--- config.mk ---
export PLATFORM = sky130hd
export DESIGN_NAME = uart_cmd_master_flat
export DESIGN_NICKNAME = d
export VERILOG_FILES = /design/src/rtl/uart_cmd_pkg.sv /design/src/rtl/uart_cmd_master_if.sv /design/src/rtl/uart_cmd_rsp_timer.sv /design/src/rtl/uart_cmd_master.sv /design/src/flat_wrapper.sv
export SDC_FILE = /design/constraint.sdc
export NUM_CORES = 1
export LEC_CHECK = 0
export ABC_CLOCK_PERIOD_IN_PS = 1700
export CAP_MARGIN = 20
export CORE_ASPECT_RATIO = 1.75
export CORE_MARGIN = 4
export CORE_UTILIZATION = 40
export CTS_CLUSTER_SIZE = 12
export DETAILED_ROUTE_END_ITERATION = 7
export PLACE_DENSITY = 0.69
export SLEW_MARGIN = 20
export SYNTH_ARGS = -nofsm -noshare
export SYNTH_HDL_FRONTEND = slang
export SYNTH_HIERARCHICAL = 1
export SYNTH_SLANG_ARGS = --single-unit
export TNS_END_PERCENT = 10
--- constraint.sdc ---
create_clock -name clk -period 1.7 [get_ports clk]
set_input_delay 0.255 -clock clk [delete_from_list [all_inputs] [get_ports clk]]
set_output_delay 0.255 -clock clk [all_outputs]
set_load 0.005 [all_outputs]
--- src/rtl/uart_cmd_pkg.sv ---
// uart_cmd_pkg: command encodings, frame opcodes, frame lengths and FSM states for uart_cmd_master
package uart_cmd_pkg;
  typedef enum logic [1:0] {
    RF_WR   = 2'd0,
    RF_RD   = 2'd1,
    ALU_OP  = 2'd2,
    ALU_NOP = 2'd3
  } cmd_type_e;
  localparam logic [7:0] OP_RF_WR   = 8'hAA;
  localparam logic [7:0] OP_RF_RD   = 8'hBB;
  localparam logic [7:0] OP_ALU_OP  = 8'hCC;
  localparam logic [7:0] OP_ALU_NOP = 8'hDD;
  localparam logic [2:0] TX_LEN_RF_WR   = 3'd3;
  localparam logic [2:0] TX_LEN_RF_RD   = 3'd2;
  localparam logic [2:0] TX_LEN_ALU_OP  = 3'd4;
  localparam logic [2:0] TX_LEN_ALU_NOP = 3'd2;
  localparam logic [1:0] RX_LEN_RF_WR   = 2'd0;
  localparam logic [1:0] RX_LEN_RF_RD   = 2'd1;
  localparam logic [1:0] RX_LEN_ALU_OP  = 2'd2;
  localparam logic [1:0] RX_LEN_ALU_NOP = 2'd2;
  localparam logic [1:0] ST_IDLE = 2'd0;
  localparam logic [1:0] ST_SEND = 2'd1;
  localparam logic [1:0] ST_WAIT = 2'd2;
  localparam logic [1:0] ST_DONE = 2'd3;
  function automatic logic [7:0] opcode(cmd_type_e t);
    return t == RF_WR ? OP_RF_WR : t == RF_RD ? OP_RF_RD : t == ALU_OP ? OP_ALU_OP : OP_ALU_NOP;
  endfunction
  function automatic logic [2:0] tx_len(cmd_type_e t);
    return t == RF_WR ? TX_LEN_RF_WR : t == RF_RD ? TX_LEN_RF_RD : t == ALU_OP ? TX_LEN_ALU_OP : TX_LEN_ALU_NOP;
  endfunction
  function automatic logic [1:0] rx_len(cmd_type_e t);
    return t == RF_WR ? RX_LEN_RF_WR : t == RF_RD ? RX_LEN_RF_RD : t == ALU_OP ? RX_LEN_ALU_OP : RX_LEN_ALU_NOP;
  endfunction
endpackage

--- src/rtl/uart_cmd_master_if.sv ---
// uart_cmd_master_if: command request, UART byte streams and response bundle
interface uart_cmd_master_if #(
  parameter int DATA_WIDTH = 8,
  parameter int RF_ADDR    = 4
);
  logic                    cmd_vld;
  logic                    cmd_rdy;
  logic [1:0]              cmd_type;
  logic [RF_ADDR-1:0]      cmd_addr;
  logic [DATA_WIDTH-1:0]   cmd_data_a;
  logic [DATA_WIDTH-1:0]   cmd_data_b;
  logic [3:0]              cmd_fun;
  logic [DATA_WIDTH-1:0]   tx_data;
  logic                    tx_vld;
  logic                    tx_rdy;
  logic [DATA_WIDTH-1:0]   rx_data;
  logic                    rx_vld;
  logic [2*DATA_WIDTH-1:0] rsp_data;
  logic                    rsp_vld;
  logic                    rsp_err;
  modport master (
    input  cmd_vld, cmd_type, cmd_addr, cmd_data_a, cmd_data_b, cmd_fun, tx_rdy, rx_data, rx_vld,
    output cmd_rdy, tx_data, tx_vld, rsp_data, rsp_vld, rsp_err
  );
  modport slave (
    output cmd_vld, cmd_type, cmd_addr, cmd_data_a, cmd_data_b, cmd_fun, tx_rdy, rx_data, rx_vld,
    input  cmd_rdy, tx_data, tx_vld, rsp_data, rsp_vld, rsp_err
  );
endinterface

--- src/rtl/uart_cmd_rsp_timer.sv ---
// uart_cmd_rsp_timer: 16-bit response timeout counter; expire fires on the cycle the count reaches TIMEOUT_CYCLES
module uart_cmd_rsp_timer #(
  parameter int TIMEOUT_CYCLES = 65535
) (
  input  logic clk,
  input  logic rst_n,
  input  logic clr,
  input  logic en,
  output logic expire
);
  logic [15:0] cnt;
  // count enabled cycles, restarting whenever cleared
  always_ff @(posedge clk or negedge rst_n) begin
    if (!rst_n) cnt <= '0;
    else cnt <= clr ? 16'd0 : en ? cnt + 16'd1 : cnt;
  end
  assign expire = en && !clr && cnt == 16'(TIMEOUT_CYCLES - 1);
endmodule

--- src/rtl/uart_cmd_master.sv ---
// uart_cmd_master: serialises commands to UART TX bytes and assembles RX response bytes; UART_CMD_TIMEOUT_EN adds a response timeout
module uart_cmd_master
  import uart_cmd_pkg::*;
#(
  parameter int DATA_WIDTH     = 8,
  parameter int RF_ADDR        = 4,
  parameter int TIMEOUT_CYCLES = 65535
) (
  input logic               clk,
  input logic               rst_n,
  uart_cmd_master_if.master bus
);
  localparam int DW = DATA_WIDTH;
  logic [1:0]    state;
  cmd_type_e     typ;
  logic [DW-1:0] addr_b, data_a, data_b, fun_b, next_byte;
  logic [1:0]    idx, rx_idx;
  logic          last_tx, last_rx, expire;
  // frame byte following the one currently on TX, taken from the captured command
  always_comb begin
    next_byte = idx == 2'd0 ? (typ == ALU_OP ? data_a : typ == ALU_NOP ? fun_b : addr_b) :
                idx == 2'd1 ? (typ == ALU_OP ? data_b : data_a) : fun_b;
  end
  assign last_tx = {1'b0, idx} == tx_len(typ) - 3'd1;
  assign last_rx = rx_idx + 2'd1 == rx_len(typ);
`ifdef UART_CMD_TIMEOUT_EN
  uart_cmd_rsp_timer #(.TIMEOUT_CYCLES(TIMEOUT_CYCLES)) u_timer (
    .clk    (clk),
    .rst_n  (rst_n),
    .clr    (state != ST_WAIT || bus.rx_vld),
    .en     (state == ST_WAIT),
    .expire (expire)
  );
`else
  assign expire = 1'b0;
`endif
  // command FSM: accept, send frame, collect response, strobe result
  always_ff @(posedge clk or negedge rst_n) begin
    if (!rst_n) begin
      state        <= ST_IDLE;
      typ          <= RF_WR;
      addr_b       <= '0;
      data_a       <= '0;
      data_b       <= '0;
      fun_b        <= '0;
      idx          <= '0;
      rx_idx       <= '0;
      bus.cmd_rdy  <= 1'b1;
      bus.tx_vld   <= 1'b0;
      bus.tx_data  <= '0;
      bus.rsp_vld  <= 1'b0;
      bus.rsp_err  <= 1'b0;
      bus.rsp_data <= '0;
    end else begin
      case (state)
        ST_IDLE: if (bus.cmd_vld) begin
          typ          <= cmd_type_e'(bus.cmd_type);
          addr_b       <= DW'(bus.cmd_addr);
          data_a       <= bus.cmd_data_a;
          data_b       <= bus.cmd_data_b;
          fun_b        <= DW'(bus.cmd_fun);
          idx          <= '0;
          rx_idx       <= '0;
          bus.rsp_data <= '0;
          bus.cmd_rdy  <= 1'b0;
          bus.tx_vld   <= 1'b1;
          bus.tx_data  <= DW'(opcode(cmd_type_e'(bus.cmd_type)));
          state        <= ST_SEND;
        end
        ST_SEND: if (bus.tx_rdy) begin
          idx         <= idx + 2'd1;
          bus.tx_data <= next_byte;
          if (last_tx) begin
            bus.tx_vld <= 1'b0;
            state      <= rx_len(typ) == 2'd0 ? ST_DONE : ST_WAIT;
          end
        end
        ST_WAIT: if (bus.rx_vld) begin
          bus.rsp_data[rx_idx[0]*DW +: DW] <= bus.rx_data;
          rx_idx <= rx_idx + 2'd1;
          if (last_rx) begin
            bus.rsp_vld <= 1'b1;
            bus.rsp_err <= 1'b0;
            state       <= ST_DONE;
          end
        end else if (expire) begin
          bus.rsp_vld <= 1'b1;
          bus.rsp_err <= 1'b1;
          state       <= ST_DONE;
        end
        default: if (bus.rsp_vld) begin
          bus.rsp_vld <= 1'b0;
          bus.cmd_rdy <= 1'b1;
          state       <= ST_IDLE;
        end else begin
          bus.rsp_vld <= 1'b1;
          bus.rsp_err <= 1'b0;
        end
      endcase
    end
  end
endmodule

--- src/flat_wrapper.sv ---
// flat-port wrapper written by rule: the top's interface ports become plain ports
module uart_cmd_master_flat import uart_cmd_pkg::*;
#(
  parameter int DATA_WIDTH     = 8,
  parameter int RF_ADDR        = 4,
  parameter int TIMEOUT_CYCLES = 65535
)
  (clk, rst_n, bus_cmd_vld, bus_cmd_type, bus_cmd_addr, bus_cmd_data_a, bus_cmd_data_b, bus_cmd_fun, bus_tx_rdy, bus_rx_data, bus_rx_vld, bus_cmd_rdy, bus_tx_data, bus_tx_vld, bus_rsp_data, bus_rsp_vld, bus_rsp_err);
  uart_cmd_master_if #(.DATA_WIDTH(DATA_WIDTH), .RF_ADDR(RF_ADDR)) bus_i ();
  input logic clk;
  input logic rst_n;
  input wire logic [$bits(bus_i.cmd_vld)-1:0] bus_cmd_vld;
  input wire logic [$bits(bus_i.cmd_type)-1:0] bus_cmd_type;
  input wire logic [$bits(bus_i.cmd_addr)-1:0] bus_cmd_addr;
  input wire logic [$bits(bus_i.cmd_data_a)-1:0] bus_cmd_data_a;
  input wire logic [$bits(bus_i.cmd_data_b)-1:0] bus_cmd_data_b;
  input wire logic [$bits(bus_i.cmd_fun)-1:0] bus_cmd_fun;
  input wire logic [$bits(bus_i.tx_rdy)-1:0] bus_tx_rdy;
  input wire logic [$bits(bus_i.rx_data)-1:0] bus_rx_data;
  input wire logic [$bits(bus_i.rx_vld)-1:0] bus_rx_vld;
  output wire logic [$bits(bus_i.cmd_rdy)-1:0] bus_cmd_rdy;
  output wire logic [$bits(bus_i.tx_data)-1:0] bus_tx_data;
  output wire logic [$bits(bus_i.tx_vld)-1:0] bus_tx_vld;
  output wire logic [$bits(bus_i.rsp_data)-1:0] bus_rsp_data;
  output wire logic [$bits(bus_i.rsp_vld)-1:0] bus_rsp_vld;
  output wire logic [$bits(bus_i.rsp_err)-1:0] bus_rsp_err;
  assign bus_i.cmd_vld = bus_cmd_vld;
  assign bus_i.cmd_type = bus_cmd_type;
  assign bus_i.cmd_addr = bus_cmd_addr;
  assign bus_i.cmd_data_a = bus_cmd_data_a;
  assign bus_i.cmd_data_b = bus_cmd_data_b;
  assign bus_i.cmd_fun = bus_cmd_fun;
  assign bus_i.tx_rdy = bus_tx_rdy;
  assign bus_i.rx_data = bus_rx_data;
  assign bus_i.rx_vld = bus_rx_vld;
  assign bus_cmd_rdy = bus_i.cmd_rdy;
  assign bus_tx_data = bus_i.tx_data;
  assign bus_tx_vld = bus_i.tx_vld;
  assign bus_rsp_data = bus_i.rsp_data;
  assign bus_rsp_vld = bus_i.rsp_vld;
  assign bus_rsp_err = bus_i.rsp_err;
  uart_cmd_master #(.DATA_WIDTH(DATA_WIDTH), .RF_ADDR(RF_ADDR), .TIMEOUT_CYCLES(TIMEOUT_CYCLES)) u_core (.clk(clk), .rst_n(rst_n), .bus(bus_i));
endmodule
==> metrics.txt <==
# TYPE chip_impl_metric gauge
chip_impl_metric{name="crit_path_max_fanout",unit=""} 5
chip_impl_info{name="rsz0062_at_grt",value="true"} 1
chip_impl_info{name="critPathTopFamily",value="compound AO/OA/AOI/OAI gates"} 1
chip_impl_metric{name="ys_ff_latch",unit=""} 59
chip_impl_metric{name="portion_of_total_power_attributed_to_the_clock_network",unit="%"} 22.5
chip_impl_metric{name="drt_pre_antenna_iters",unit=""} 4
chip_impl_metric{name="boundaryPins",unit=""} 67
chip_impl_info{name="result_of_the_run",value="finished, violations left"} 1
chip_impl_metric{name="pwr-share-comb",unit="%"} 46.7
chip_impl_metric{name="clkSinkCount",unit=""} 59
chip_impl_metric{name="n_antenna_cell",unit=""} 0
chip_impl_metric{name="timing.final.hold_violations",unit=""} 0
chip_impl_metric{name="post-synth-top-area-fraction",unit="%"} 51.9
chip_impl_metric{name="internal-power",unit="W"} 0.00535
chip_impl_metric{name="met2_wirelength",unit="mm"} 3.65
chip_impl_metric{name="drt-wirelength-per-cell",unit="um"} 16.0
chip_impl_metric{name="floorplan.core_area",unit="mm2"} 0.00686
chip_impl_info{name="critPathKind",value="reg -> reg"} 1
chip_impl_metric{name="clkSlewWorstSetupHoldPaths",unit="ns"} 0.05
chip_impl_metric{name="detailroute.via_count",unit=""} 2161
chip_impl_metric{name="clk_path_buf_depth",unit=""} 2
chip_impl_metric{name="fp-row-count",unit=""} 40
chip_impl_info{name="worstHoldPathType",value="in -> async"} 1
chip_impl_metric{name="worst-r2r-cell-count",unit=""} 5
chip_impl_metric{name="portion_of_total_power_attributed_to_sequential_cells",unit="%"} 30.8
chip_impl_metric{name="global_route.usage.total",unit="%"} 17.0
chip_impl_metric{name="final_layout_size_suffix_gt1_share",unit="%"} 27.7
chip_impl_metric{name="count_of_placed_standard_cells_including_taps",unit=""} 402
chip_impl_metric{name="place_hpwl",unit="mm"} 4.93
chip_impl_metric{name="drt.antenna.violating_nets",unit=""} 0
chip_impl_metric{name="crit_buf_inv",unit=""} 0
chip_impl_metric{name="m1WireLength",unit="mm"} 2.65
chip_impl_metric{name="finalSetupViolations",unit=""} 2
chip_impl_metric{name="whs",unit="ns"} 0.446
chip_impl_metric{name="grt_max_degree",unit=""} 60
chip_impl_info{name="top_layer_used",value="met4"} 1
chip_impl_metric{name="p_leak",unit="nW"} 1.79
chip_impl_metric{name="die_width",unit="um"} 71.2
chip_impl_metric{name="syn-cell-area",unit="mm2"} 0.00280
chip_impl_metric{name="psw",unit="W"} 0.00258
chip_impl_metric{name="area_growth",unit="%"} 47.3
chip_impl_metric{name="first_global_vias",unit=""} 2253
chip_impl_metric{name="reg2reg_slack",unit="ns"} -0.08
chip_impl_metric{name="drv_cap",unit=""} 0
chip_impl_metric{name="met3_length",unit="um"} 302
chip_impl_metric{name="crit_path_max_cell_delay",unit="ns"} 0.44
chip_impl_metric{name="floorplan.die.height",unit="um"} 119
chip_impl_info{name="cts_tree",value="done"} 1
chip_impl_metric{name="placedInstanceArea",unit="mm2"} 0.00373
chip_impl_metric{name="fin_nets",unit=""} 377
chip_impl_info{name="violations",value="negative setup slack"} 1
chip_impl_metric{name="cp.arrival",unit="ns"} 1.98
chip_impl_info{name="r2r-start",value="u_core/typ[1]"} 1
chip_impl_info{name="ctsRootBufferMaster",value="sky130_fd_sc_hd__clkbuf_16"} 1
chip_impl_metric{name="max_clock_freq",unit="MHz"} 562
chip_impl_info{name="cell_taking_the_most_area_after_synthesis",value="sky130_fd_sc_hd__dfrtp_1"} 1
chip_impl_metric{name="cts_inserted_buffers",unit=""} 9
chip_impl_metric{name="yosysUniqueCellTypes",unit=""} 38
chip_impl_metric{name="layoutNonFillerInstCount",unit=""} 420
chip_impl_metric{name="finalInstanceArea",unit="mm2"} 0.00412
chip_impl_metric{name="viasPerCell",unit=""} 5.15
chip_impl_metric{name="asyncSetResetFlopFracSynth",unit="%"} 100
chip_impl_info{name="synth_top_flop_cell",value="sky130_fd_sc_hd__dfrtp_1"} 1
chip_impl_info{name="crit_path_top_delay_cell",value="sky130_fd_sc_hd__dfrtp_2"} 1
chip_impl_info{name="cells_traversed_along_the_worst_timing_path",value="nor3b_2, a21oi_1, o311a_4, a2111oi_4, mux2_4"} 1
chip_impl_metric{name="postSynthAreaPerCell",unit="um2"} 11.7
chip_impl_metric{name="clock_skew",unit="ns"} 0.00450
chip_impl_metric{name="placement.io_buffers",unit=""} 65
chip_impl_info{name="synth.top_cells.by_area",value="sky130_fd_sc_hd__dfrtp_1 (52%), sky130_fd_sc_hd__mux2_2 (11%), sky130_fd_sc_hd__a22o_1 (5.6%)"} 1
chip_impl_metric{name="ctsHtreeMaxLevel",unit=""} 3
chip_impl_metric{name="synth_seq_area_share",unit="%"} 52.8
chip_impl_metric{name="power_switching_share",unit="%"} 32.5
chip_impl_metric{name="yosysWarnings",unit=""} 6
chip_impl_metric{name="share_of_the_cycle_needed_by_the_critical_path_after_routing",unit="%"} 105
chip_impl_metric{name="clock_latency_reported_for_the_late_side_of_the_worst_skew_pair",unit="ns"} 0.32
chip_impl_metric{name="synth_edf_count",unit=""} 0
chip_impl_info{name="critPathCaptureType",value="flop"} 1
chip_impl_info{name="timing.rr.end",value="u_core/state[0]"} 1
chip_impl_metric{name="route.detailed.drc",unit=""} 0
chip_impl_info{name="sort_of_element_at_the_start_of_the_critical_path",value="flop"} 1
chip_impl_metric{name="detailed_route_wire_length",unit="mm"} 6.73
chip_impl_metric{name="final-max-slew-violation-count",unit=""} 0
chip_impl_metric{name="p_per_area",unit="mW/mm2"} 1930
chip_impl_metric{name="grt_antenna_before_repair",unit=""} 0
chip_impl_metric{name="grt_overflow_total",unit=""} 0
chip_impl_metric{name="ir_worst_vdd",unit="uV"} 848
chip_impl_metric{name="design.die.area",unit="mm2"} 0.00845
chip_impl_metric{name="synth_nets",unit=""} 283
chip_impl_metric{name="detail_route.iter0.violations",unit=""} 108
chip_impl_metric{name="min_period",unit="ns"} 1.78
chip_impl_metric{name="initial_utilization",unit="%"} 40.8
chip_impl_metric{name="synthCells",unit=""} 238
chip_impl_metric{name="place.gp.congestion",unit=""} 0.843
chip_impl_metric{name="first_pass_grt_wire_length",unit="mm"} 11.2
chip_impl_metric{name="worst-endpoint-required",unit="ns"} 1.91
chip_impl_metric{name="timing.final.ws_setup",unit="ns"} -0.0786
[final cells by class]
class | instances | area [um2]
flip-flops and latches | 59 | 1480
inverters | 9 | 33.8
fillers | 577 | 2740
well taps | 84 | 105
repair buffers | 98 | 941
multi-input cells | 155 | 1260
clock buffers | 13 | 260
clock inverters | 2 | 35.0
[logic make-up (layout without fill, tap and decap cells)]
group / count (synthesis) / after routing / share of synthesized area (%)
fa+ha+maj: 6 / 6 / 2.68
simple gates: 43 / 43 / 7.34
buf+inv: 24 / 122 / 3.94
flops: 59 / 59 / 52.8
xor+xnor: 1 / 1 / 0.313
compound gates: 63 / 63 / 16.7
mux: 41 / 41 / 16.1
other cells: 1 / 1 / 0.134
[cells in the mapped netlist, types with 2 or more instances]
library cell and n:
sky130_fd_sc_hd__a211o_1 2, sky130_fd_sc_hd__a211oi_1 3, sky130_fd_sc_hd__a21oi_1 8, sky130_fd_sc_hd__a22o_1 18
sky130_fd_sc_hd__a31oi_1 6, sky130_fd_sc_hd__buf_4 3, sky130_fd_sc_hd__clkbuf_1 10, sky130_fd_sc_hd__dfrtp_1 58
sky130_fd_sc_hd__ha_1 6, sky130_fd_sc_hd__inv_1 9, sky130_fd_sc_hd__mux2_2 27, sky130_fd_sc_hd__mux2i_1 13
sky130_fd_sc_hd__nand2_1 10, sky130_fd_sc_hd__nand2b_1 4, sky130_fd_sc_hd__nand3_1 4, sky130_fd_sc_hd__nor2_1 17
sky130_fd_sc_hd__o211ai_1 2, sky130_fd_sc_hd__o21ai_0 16, sky130_fd_sc_hd__o31ai_1 3
[power by group through the flow]
stage | sequential [W] | combinational (W) | clock (W)
after floorplan | 0.00237 | 0.00206 | 0
after global placement | 0.00244 | 0.00341 | 0
after detailed placement | 0.00247 | 0.00348 | 0
after CTS | 0.00244 | 0.00366 | 0.00183
after global routing | 0.00252 | 0.00404 | 0.00191
final | 0.00244 | 0.00371 | 0.00178
[sequential cells by signal, summed over array words and instances (netlist names)]
name                 count
u_core/addr_b            4
u_core/typ               2
u_core/bus.cmd_rdy       1
u_core/bus.tx_vld        1
u_core/data_a            8
u_core/fun_b             4
u_core/data_b            8
u_core/bus.rsp_data     16
u_core/bus.rsp_vld       1
u_core/bus.tx_data       8
u_core/state             2
u_core/rx_idx            2
u_core/idx               2
[cell usage in the layout, fill, tap and decap left out, drive strengths merged, types with 6 or more instances in the layout]
cell type,count
a31oi,6
nor2,17
a21oi,8
clkdlybuf4s50,64
clkbuf,13
o21ai,16
mux2,28
nand2,10
mux2i,13
a22o,18
ha,6
buf,33
dfrtp,58
inv,9
[layer usage]
| metal | GRT usage, % | vias to the layer above |
|---|---|---|
| li1 | - | 1053 |
| met1 | 19.1 | 1044 |
| met2 | 29.1 | 55 |
| met3 | 5.53 | 9 |
| met4 | 6.82 | 0 |
| met5 | 0 | - |
[stage by stage]
stage	total power [W]	TNS, ns	setup slack (ns)	utilization (%)
3_3_place_gp	0.00585	-4.35	-0.243	54.5
5_1_grt	0.00847	-0.288	-0.108	60.1
4_1_cts	0.00793	-0.140	-0.0837	59.8
6_report	0.00793	-0.122	-0.0786	60.1
2_1_floorplan	0.00443	-0.831	-0.0953	-
3_5_place_dp	0.00595	-5.49	-0.261	54.5
[how the worst max path moves through the flow]
stage                                 end  slack (ns)  depth (start not counted)              from
after detailed placement  u_core/state[0]       -0.26                          5        bus_rx_vld
after CTS                 u_core/state[0]       -0.08                          5     u_core/typ[1]
final                     u_core/state[0]       -0.08                          5     u_core/typ[1]
after floorplan           u_core/state[0]        -0.1                          6  u_core/rx_idx[0]
after global routing      u_core/state[0]       -0.11                          5     u_core/typ[1]
after global placement    u_core/state[0]       -0.24                          5        bus_rx_vld
[repair_timing]
action                                  4_1_cts  5_1_grt
endpoints found under the setup margin       54       28
hold buffers                                  1        0
pin swaps                                     1        1
buffers inserted                              2        0
resized for setup                            11       11
hold endpoints to repair                     58        0
[worst reg2reg max path, cell delays in order (launching register included)]
cell and delay, ns:
sky130_fd_sc_hd__dfrtp_2 0.44, sky130_fd_sc_hd__nor3b_2 0.16, sky130_fd_sc_hd__a21oi_1 0.07, sky130_fd_sc_hd__o311a_4 0.33
sky130_fd_sc_hd__a2111oi_4 0.33, sky130_fd_sc_hd__mux2_4 0.33
No activity file was read; power rests on OpenSTA's default activity.
